`src/rtl/multi_wave_gen.sv`:
```
// multi_wave_gen
//   Multi-mode periodic waveform generator driven by one phase accumulator.
//   Produces one registered sample per enabled clock in one of four shapes:
//   sawtooth, triangle, square (programmable duty) or rhomboid.
//   Mode and duty are held in shadow registers. These registers only reload
//   while idle, on a synchronous clear, or on a phase wrap. A period in
//   progress therefore never changes shape partway through.
//
// Ports
//   clk_i         rising-edge clock
//   rst_ni        asynchronous reset, active-low
//   en_i          advance phase and emit one sample
//   sync_clr_i    synchronous phase clear, takes priority over en_i
//   mode_i        requested mode: 0 SAW, 1 TRI, 2 SQUARE, 3 RHOMB
//   step_i        phase increment per enabled cycle
//   duty_i        SQUARE threshold, output high while phase < duty
//   wave_o        registered sample
//   wave_valid_o  wave_o holds a new sample this cycle
//   wrap_o        phase wrapped on the previous edge
module multi_wave_gen #(
  parameter int WIDTH = 8
) (
  input  logic             clk_i,
  input  logic             rst_ni,
  input  logic             en_i,
  input  logic             sync_clr_i,
  input  logic [1:0]       mode_i,
  input  logic [WIDTH-1:0] step_i,
  input  logic [WIDTH-1:0] duty_i,
  output logic [WIDTH-1:0] wave_o,
  output logic             wave_valid_o,
  output logic             wrap_o
);

  typedef enum logic [1:0] {
    MODE_SAW    = 2'd0,
    MODE_TRI    = 2'd1,
    MODE_SQUARE = 2'd2,
    MODE_RHOMB  = 2'd3
  } mode_e;

  localparam logic [WIDTH-1:0] HALF    = {1'b1, {(WIDTH-1){1'b0}}};
  localparam logic [WIDTH-1:0] HALF_M1 = {1'b0, {(WIDTH-1){1'b1}}};
  localparam logic [WIDTH-1:0] MAX     = {WIDTH{1'b1}};

  logic [WIDTH-1:0] phase_q, phase_d;
  logic [WIDTH-1:0] wave_q, wave_d;
  logic [WIDTH-1:0] duty_q, duty_d;
  mode_e            mode_q, mode_d;
  logic             valid_q, valid_d;
  logic             wrap_q, wrap_d;

  logic [WIDTH:0]   sum;
  logic [WIDTH-1:0] tri_t;
  logic [WIDTH-1:0] sample;
  logic             load;

  // The extra bit of the sum is the wrap carry.
  assign sum   = {1'b0, phase_q} + {1'b0, step_i};
  assign tri_t = {phase_q[WIDTH-2:0], 1'b0};

  always_comb begin
    sample = phase_q;
    case (mode_q)
      MODE_SAW:    sample = phase_q;
      MODE_TRI:    sample = phase_q[WIDTH-1] ? ~tri_t : tri_t;
      MODE_SQUARE: sample = (phase_q < duty_q) ? MAX : '0;
      MODE_RHOMB: begin
        // Odd and even phases are mirrored about the centre line.
        // This interleaves two opposite ramps.
        if (!phase_q[WIDTH-1])
          sample = phase_q[0] ? (HALF_M1 + phase_q) : (HALF_M1 - phase_q);
        else
          sample = phase_q[0] ? (MAX - (phase_q - HALF_M1)) : (phase_q - HALF_M1);
      end
      default:     sample = phase_q;
    endcase
  end

  always_comb begin
    phase_d = phase_q;
    wave_d  = wave_q;
    mode_d  = mode_q;
    duty_d  = duty_q;
    valid_d = 1'b0;
    wrap_d  = 1'b0;
    load    = 1'b0;
    if (sync_clr_i) begin
      phase_d = '0;
      load    = 1'b1;
    end else if (en_i) begin
      wave_d  = sample;
      phase_d = sum[WIDTH-1:0];
      valid_d = 1'b1;
      wrap_d  = sum[WIDTH];
      // A new period picks up the new settings on the same edge as the new phase.
      load    = sum[WIDTH];
    end else begin
      load    = 1'b1;
    end
    if (load) begin
      mode_d = mode_e'(mode_i);
      duty_d = duty_i;
    end
  end

  always_ff @(posedge clk_i or negedge rst_ni) begin
    if (!rst_ni) begin
      phase_q <= '0;
      wave_q  <= '0;
      mode_q  <= MODE_SAW;
      duty_q  <= HALF;
      valid_q <= 1'b0;
      wrap_q  <= 1'b0;
    end else begin
      phase_q <= phase_d;
      wave_q  <= wave_d;
      mode_q  <= mode_d;
      duty_q  <= duty_d;
      valid_q <= valid_d;
      wrap_q  <= wrap_d;
    end
  end

  assign wave_o       = wave_q;
  assign wave_valid_o = valid_q;
  assign wrap_o       = wrap_q;

endmodule

```
`config.mk`:
```
export PLATFORM = sky130hd
export DESIGN_NAME = multi_wave_gen
export DESIGN_NICKNAME = d
export VERILOG_FILES = /design/src/rtl/multi_wave_gen.sv
export SDC_FILE = /design/constraint.sdc
export NUM_CORES = 1
export LEC_CHECK = 0
export ABC_AREA = 1
export CORE_ASPECT_RATIO = 0.5
export CORE_MARGIN = 2
export CORE_UTILIZATION = 34
export CTS_CLUSTER_DIAMETER = 80
export DETAILED_ROUTE_END_ITERATION = 8
export GPL_TIMING_DRIVEN = 0
export PLACE_DENSITY = 0.54
export SLEW_MARGIN = 0
export SYNTH_ARGS = -nofsm -noshare
export SYNTH_HDL_FRONTEND = slang
export SYNTH_SLANG_ARGS = --single-unit
```
`constraint.sdc`:
```
create_clock -name clk_i -period 3.2 [get_ports clk_i]
set_input_delay 0.64 -clock clk_i [delete_from_list [all_inputs] [get_ports clk_i]]
set_output_delay 0.64 -clock clk_i [all_outputs]
set_load 0.05 [all_outputs]
```
Yosys cells after proc, flatten, opt, wreduce, memory -nomap -nowiden
Index checks and enable logic that the tools add are counted.

operators by class
  bitwise logic cells = 2
  equal/unequal tests = 3
  $add $sub $neg = 5
  reductions and logical operators = 3
  $lt $le $gt $ge = 1
  muxes and demuxes = 14

operators with widths
  operator             count
  $mux 8               7
  $pmux 8 s4           1
  $add 8x8->9          1
  $add 7x8->8 const A  1
  $lt 8x8->1           1
  $not 8->8            1
  $sub 7x8->8 const A  1
  $sub 8x7->8 const B  1
  $sub 8x8->8 const A  1
  $mux 1               6
  $eq 2x2->1 const B   2
  $eq 2x1->1 const B   1
  $logic_not 2->1      1
  $reduce_and 2->1     1
  $reduce_bool 2->1    1
  $not 1->1            1

word-level totals
  output and inout bits = 10
  word-level logic and storage cells = 34
  input port bits = 22
  bits in registers = 28

Longest topological paths before layout
Gate-level depths: netlist of the first run.

  word-level depth = 5
  gate-level depth with buffers = 12

Worst setup path before layout of the first run
Ideal clock, no wire load.

  kind = input -> register
  start = input step_i[0]
  end = register duty_q[1]
  data required time = 3.081 ns
  data arrival time = 1.986 ns
  stages on the path = 11
  setup slack = 1.095 ns
  cell sequence = ha_1 inv_1 fa_1 inv_1 nand3_1 nand2_2 nand4_2 nand2_2 nor2_4 buf_6 o21a_1

between the ends
  cells in the longest elaborated chain, start to end = 3

ends and longest elaborated chain
  what                  line  RTL
  from (decl)           28    input logic [WIDTH-1:0] step_i,
  $add 8x8->9           59    assign sum = {1'b0, phase_q} + {1'b0, step_i};
  $mux 1                91    end else if (en_i) begin
  $mux 1                88    if (sync_clr_i) begin
  to (signal assigned)  119   duty_q <= duty_d;
  to (decl)             48    logic [WIDTH-1:0] duty_q, duty_d;

No other way between the ends.
A chain may end at the register's enable or synchronous reset.

Worst setup path after layout of the first run
Same ends and word-level chain as after synthesis.

==> flow_metrics.py, run 1 <==
metrics = {
    "status": {
        "status": "completed",
    },
    "drt": {
        "remaining_drc_errors": 0,
        "dr.pass1.iters": 4,
        "vias_per_cell": 4.976,
        "drt-total-wl_um": 5782,
        "wl_per_cell_um": 13.97,
        "ant_nets": 0,
        "drt_iter0_markers": 125,
        "num_vias": 2060,
    },
    "logic_synthesis": {
        "ys_types": 36,
        "synthAdderAreaFrac": 0.1209,
        "synth_top_family_by_area": "simple AND/OR/NAND/NOR gates",
        "yosys.area_share.simple": 0.2870,
        "syn_avg_cell_area_sq_um": 7.327,
        "synthFlopType": "dfrtp_1",
        "synth_compound_area_frac": 0.1772,
        "netlist_instances": 291,
        "synthXorXnorAreaFrac": 0.008216,
        "synth_nets": 333,
        "synth_enable_flop_cells": 0,
        "synth_mux_area_frac": 0,
        "yosysSeqAreaShare": 0.3292,
        "synth_largest_area_cell": "dfrtp_1",
        "synth_area_sq_um": 2132,
        "synth_top_area_frac": 0.3169,
        "synth_area_leaders": "dfrtp_1 32%, nand2_1 14%, ha_1 11%",
        "synthArstFlopShare": 1.000,
        "yosysWarnings": 0,
        "ys_ff_latch": 28,
    },
    "timing": {
        "hold_violations": 0,
        "timing.fmax_mhz": 391.5,
        "final.min_clock_period_ps": 2554,
        "maxSlewViolCount": 0,
        "slew_headroom": 0.5506,
        "setup_tns_ps": 0,
        "fin_ws_ps": 646.0,
        "worst_pin_slew_ps": 674.2,
        "whs_ps": 402.3,
        "setup_viol": 0,
        "min_period_over_period": 0.7981,
        "rsz0062_at_grt": "no",
        "skew_ps": 7.153,
    },
    "clock_network": {
        "ctsResizeCount": 0,
        "root_buffer": "clkbuf_16",
        "clkSlewWorstSetupHoldPaths_ps": 70,
        "cts_made_buffers": 3,
        "clock_path_buffers": 2,
        "cts_tree": "done",
        "hold_buffers": 0,
        "post_cts_buffers": 0,
        "h-tree-depth": 1,
        "insertion_delay_ps": 270,
        "clock_sinks": 28,
    },
    "worst_setup_path": {
        "r2r.worst_path.cells": 10,
        "crit_cells": 12,
        "crit_buf_inv": 4,
        "required_ps": 3360,
        "worst_setup_path_end_kind": "flip-flop",
        "criticalPathCategory": "input port to flip-flop",
        "crit_path_end": "duty_q[1]",
        "path_cells": "clkdlybuf4s50_1 -> ha_1 -> inv_1 -> fa_1 -> inv_1 -> nand3_1 -> nand2_2 -> nand4_2 -> nand2_2 -> nor2_4 -> buf_6 -> o21a_1",
        "crit_start": "step_i[0]",
        "worst_ep_arrival_time_ps": 2710,
        "start_kind": "input port",
        "crit_path_max_incr_delay_ps": 460,
        "cp_max_fo": 10,
        "cp_slowest_cell": "clkdlybuf4s50_1",
        "r2r_start": "phase_q[1]",
        "critPathTopFamily": "buffers and inverters",
        "rrSetupSlack_ps": 1010,
        "r2r-end": "duty_q[1]",
    },
    "global_routing": {
        "grt_pass1_wl_um": 9915,
        "grt_pass1_vias": 1960,
        "grt_overflow": 0,
        "grt_max_degree": 29,
        "track_usage": 0.1893,
        "antenna_found_initial": 0,
    },
    "finish": {
        "layout_common_cells": "81 x nand2_1, 30 x clkdlybuf4s50_1, 27 x dfrtp_1",
        "final_layout_size_suffix_gt1_frac": 0.07669,
        "multi_input_area_sq_um": 1265,
        "fill_cells": 646,
        "antenna_cells": 0,
        "sequential_cell_area_sq_um": 701.9,
        "area_growth_pct": 23.18,
        "final_common_cell": "nand2_1",
        "nNetsFinal": 369,
        "post-route-util": 0.4337,
    },
    "placed_design": {
        "port_buffers": 31,
        "gp_congestion": 0.9494,
        "dp_slack_ps": 372.7,
        "hpwl_um": 4402,
    },
    "floorplanning": {
        "fp.dieArea_sq_um": 6959,
        "fp.dieW_um": 116.0,
        "initial_core_util": 0.3521,
        "ioPinCount": 32,
        "fp.dieH_um": 60.00,
        "core_area_sq_um": 6056,
        "rows": 20,
    },
    "power": {
        "p_leak_nw": 1.258,
        "ir_drop_uv": 212.7,
        "p_per_area_nw_per_um2": 492.0,
    },
    "worst_hold_path": {
        "hold_class": "input port to asynchronous set/reset pin",
    },
    "run": {
        "maxCapViolCount": 0,
    },
}
## stage by stage
step	power, mW	std cells	instance area, sq um
floorplan	0.8212	291	2132
global placement	0.9910	410	2552
detailed placement	0.9973	410	2552
global route	1.386	414	2626
CTS	1.305	414	2631
finish	1.292	414	2626
## layout make-up
| cell class | count | share of cell area |
|---|---|---|
| plain buffers | 8 | 0.01620 |
| multi-input cells | 225 | 0.4817 |
| flip-flops and latches | 28 | 0.2673 |
| repair buffers | 31 | 0.1162 |
| clock buffers | 4 | 0.03001 |
| well taps | 88 | 0.04192 |
| inverters | 30 | 0.04669 |
## synthesized netlist by cell type (3+ instances only)
| cell | instances |
|---|---|
| o211ai_1 | 3 |
| nand4_1 | 4 |
| o21ai_0 | 17 |
| nor2_1 | 16 |
| nand2_1 | 81 |
| inv_1 | 25 |
| dfrtp_1 | 27 |
| clkbuf_1 | 3 |
| nand3_1 | 24 |
| o21a_1 | 10 |
| a21oi_1 | 24 |
| o21ai_1 | 3 |
| ha_1 | 19 |
| buf_2 | 4 |
## cells by family (layout without fill, tap and decap cells)
group,count (synthesis),after routing
AOI/OAI and AO/OA,65,65
xor gates and xnor gates,2,2
adders and majority gates,20,20
buffers and inverters,38,73
DFF,28,28
and+or+nand+nor,138,138
## flip-flops by register name (all words and copies together), names as in the netlist
signal        flops
duty_q            8
mode_q            2
phase_q           8
wave_o            8
wave_valid_o      1
wrap_o            1
## metal layers
metal / wire (um) / share of wire / global-route usage / vias up
met1: 2953 / 0.51 / 0.2727 / 944
met2: 2327 / 0.40 / 0.2857 / 60
met5: 0 / 0 / 0 / -
li1: - / - / - / 1051
met4: 58 / 0.010 / 0.05442 / 0
met3: 442 / 0.076 / 0.04260 / 5
## how the worst min path moves through the flow
stage / startpoint / end / slack (ps) / cells past startpoint
6_report: rst_ni / duty_q[2] / 400 / 1
5_1_grt: rst_ni / duty_q[2] / 470 / 1
4_1_cts: wave_o[3] / wave_o[3] / 490 / 2
3_5_place_dp: wave_o[6] / wave_o[6] / 470 / 2
3_3_place_gp: wave_o[7] / wave_o[7] / 460 / 2
2_1_floorplan: rst_ni / duty_q[0] / 340 / 0
## where the power goes
part           total (mW)  switching (mW)  internal, mW
Combinational       0.531           0.332         0.198
Sequential          0.460          0.0543         0.406
Clock               0.302           0.130         0.171
## worst register-to-register path: cells and delay by family, from the launching register on
family,cells,cell delay [ps]
fa+ha+maj,1,430
compound gates,1,170
flops,1,490
simple gates,5,530
buf+inv,3,450
Power figures use the tool's default switching activity.
==> run 2, diff against run 1 <==
==> constraint.sdc (replaced) <==
create_clock -name clk_i -period 2.5 [get_ports clk_i]
set_input_delay 0.5 -clock clk_i [delete_from_list [all_inputs] [get_ports clk_i]]
set_output_delay 0.5 -clock clk_i [all_outputs]
set_load 0.05 [all_outputs]
==> run 2 against run 1 <==
  * Sequential share of layout area shrank 0.076 points
  * Clock power is 27% higher
  * Die area did not move
  * Combinational power increased by 29%
  * First-iteration DRC count is 14% lower
  * Sequential cell count is the same
  * Highest routed layer unchanged
==> flow_metrics.py, run 2 (synthesized netlist as in run 1, its figures left out) <==
metrics = {
    "finish": {
        "layout_common_cells": "81 x nand2_1, 30 x clkdlybuf4s50_1, 27 x dfrtp_1",
        "final_layout_size_suffix_gt1_frac": 0.08282,
        "post-route-cell-area_sq_um": 2634,
        "post-route-util": 0.4349,
        "nNetsFinal": 369,
        "antenna_cells": 0,
        "area_growth_pct": 23.53,
        "final_common_cell": "nand2_1",
    },
    "clock_network": {
        "h-tree-depth": 1,
        "cts_tree": "done",
        "clkSlewWorstSetupHoldPaths_ps": 70,
        "insertion_delay_ps": 270,
        "clock_path_buffers": 2,
        "cts_made_buffers": 3,
        "root_buffer": "clkbuf_16",
        "hold_buffers": 0,
        "clock_sinks": 28,
    },
    "placed_design": {
        "place_area_sq_um": 2552,
        "hpwl_um": 4402,
        "port_buffers": 31,
        "gp_congestion": 0.9494,
    },
    "timing": {
        "worst_pin_slew_ps": 660.9,
        "setup_viol": 0,
        "skew_ps": 7.860,
        "min_period_over_period": 0.9553,
        "maxSlewViolCount": 0,
        "final.min_clock_period_ps": 2388,
        "slew_headroom": 0.5594,
        "timing.fmax_mhz": 418.7,
        "hold_violations": 0,
    },
    "floorplanning": {
        "fp.dieH_um": 60.00,
        "initial_core_util": 0.3521,
        "rows": 20,
        "ioPinCount": 32,
        "core_area_sq_um": 6056,
        "fp.dieArea_sq_um": 6959,
        "fp.dieW_um": 116.0,
    },
    "global_routing": {
        "antenna_found_initial": 0,
        "grt_pass1_wl_um": 9915,
        "grt_overflow": 0,
        "grt_max_degree": 29,
        "grt_pass1_vias": 1960,
        "track_usage": 0.1893,
    },
    "worst_setup_path": {
        "critPathTopFamily": "buffers and inverters",
        "worst_setup_path_end_kind": "flip-flop",
        "worst_ep_arrival_time_ps": 2550,
        "path_cells": "clkdlybuf4s50_1 -> ha_2 -> inv_1 -> fa_1 -> inv_2 -> nand3_1 -> nand2_2 -> nand4_2 -> nand2_4 -> nor2_4 -> buf_6 -> o21a_1",
        "cp_max_fo": 10,
        "cp_slowest_cell": "clkdlybuf4s50_1",
        "required_ps": 2660,
        "crit_path_max_incr_delay_ps": 480,
        "crit_buf_inv": 4,
        "criticalPathCategory": "input port to flip-flop",
        "start_kind": "input port",
    },
    "run": {
        "maxCapViolCount": 0,
    },
    "power": {
        "ir_drop_uv": 262.9,
        "p_per_area_nw_per_um2": 628.4,
        "p_leak_nw": 1.255,
    },
    "drt": {
        "wl_per_cell_um": 14.03,
        "dr.pass1.iters": 4,
        "drt-total-wl_um": 5807,
        "num_vias": 2066,
        "vias_per_cell": 4.990,
        "ant_nets": 0,
        "remaining_drc_errors": 0,
        "drt_iter0_markers": 108,
    },
    "status": {
        "status": "completed",
    },
    "worst_hold_path": {
        "hold_class": "input port to asynchronous set/reset pin",
    },
}
run 2: worst paths after layout:
| check | start | to | slack, ps | depth (start not counted) |
|---|---|---|---|---|
| setup / recovery | step_i[0] | duty_q[1] | 110 | 12 |
| hold / removal | rst_ni | duty_q[2] | 260 | 1 |
| setup reg to reg | phase_q[1] | duty_q[1] | 330 | 10 |
| hold reg to reg | wave_o[3] | wave_o[3] | 480 | 2 |
| max in group asynchronous | rst_ni | wave_o[1] | 1810 | 1 |
| min in group clk_i | wave_o[3] | wave_o[3] | 480 | 2 |
run 2: power by group:
group	internal, mW	total (mW)	switching, mW
combinational	0.256	0.683	0.427
sequential	0.519	0.588	0.0692
clock	0.219	0.384	0.164
run 2: area by class of cell:
cell class / count / area (sq um)
clock buffers: 4 / 78.83
flip-flops and latches: 28 / 701.9
inverters: 30 / 122.6
well taps: 88 / 110.1
multi-input cells: 225 / 1272
plain buffers: 8 / 42.54
repair buffers: 31 / 305.3
fillers: 646 / 3422
run 2: metal layers:
metal  vias up  GRT usage  wire (um)
li1       1049          -          -
met1       959     0.2727       2976
met2        54     0.2857       2408
met3         4    0.04260        376
met4         0    0.05442         45
met5         -          0          0
run 2: metrics by stage:
step                      worst slack (ps)  std cells  setup TNS (ps)  hold WS (ps)  power, mW
after floorplan                      534.9        291               0         204.4      1.051
after global placement              -139.4        410           -1289         461.2      1.269
after detailed placement            -187.3        410           -1678         465.1      1.277
after CTS                            100.7        414               0         485.4      1.670
after global routing                -11.35        414          -55.97         330.2      1.777
final                                111.8        414               0         255.5      1.655
run 2: what timing repair did:
action                                  4_1_cts  5_1_grt
gates resized for setup                       0        3
endpoints found under the setup margin        0       10
setup buffers                                 0        0
run 2: worst register-to-register path: cells and delay by family, from the launching register on:
family	cells	cell delay, ps
and+or+nand+nor	5	510
DFF	1	500
buffers and inverters	3	440
AOI/OAI and AO/OA	1	170
adders and majority gates	1	450
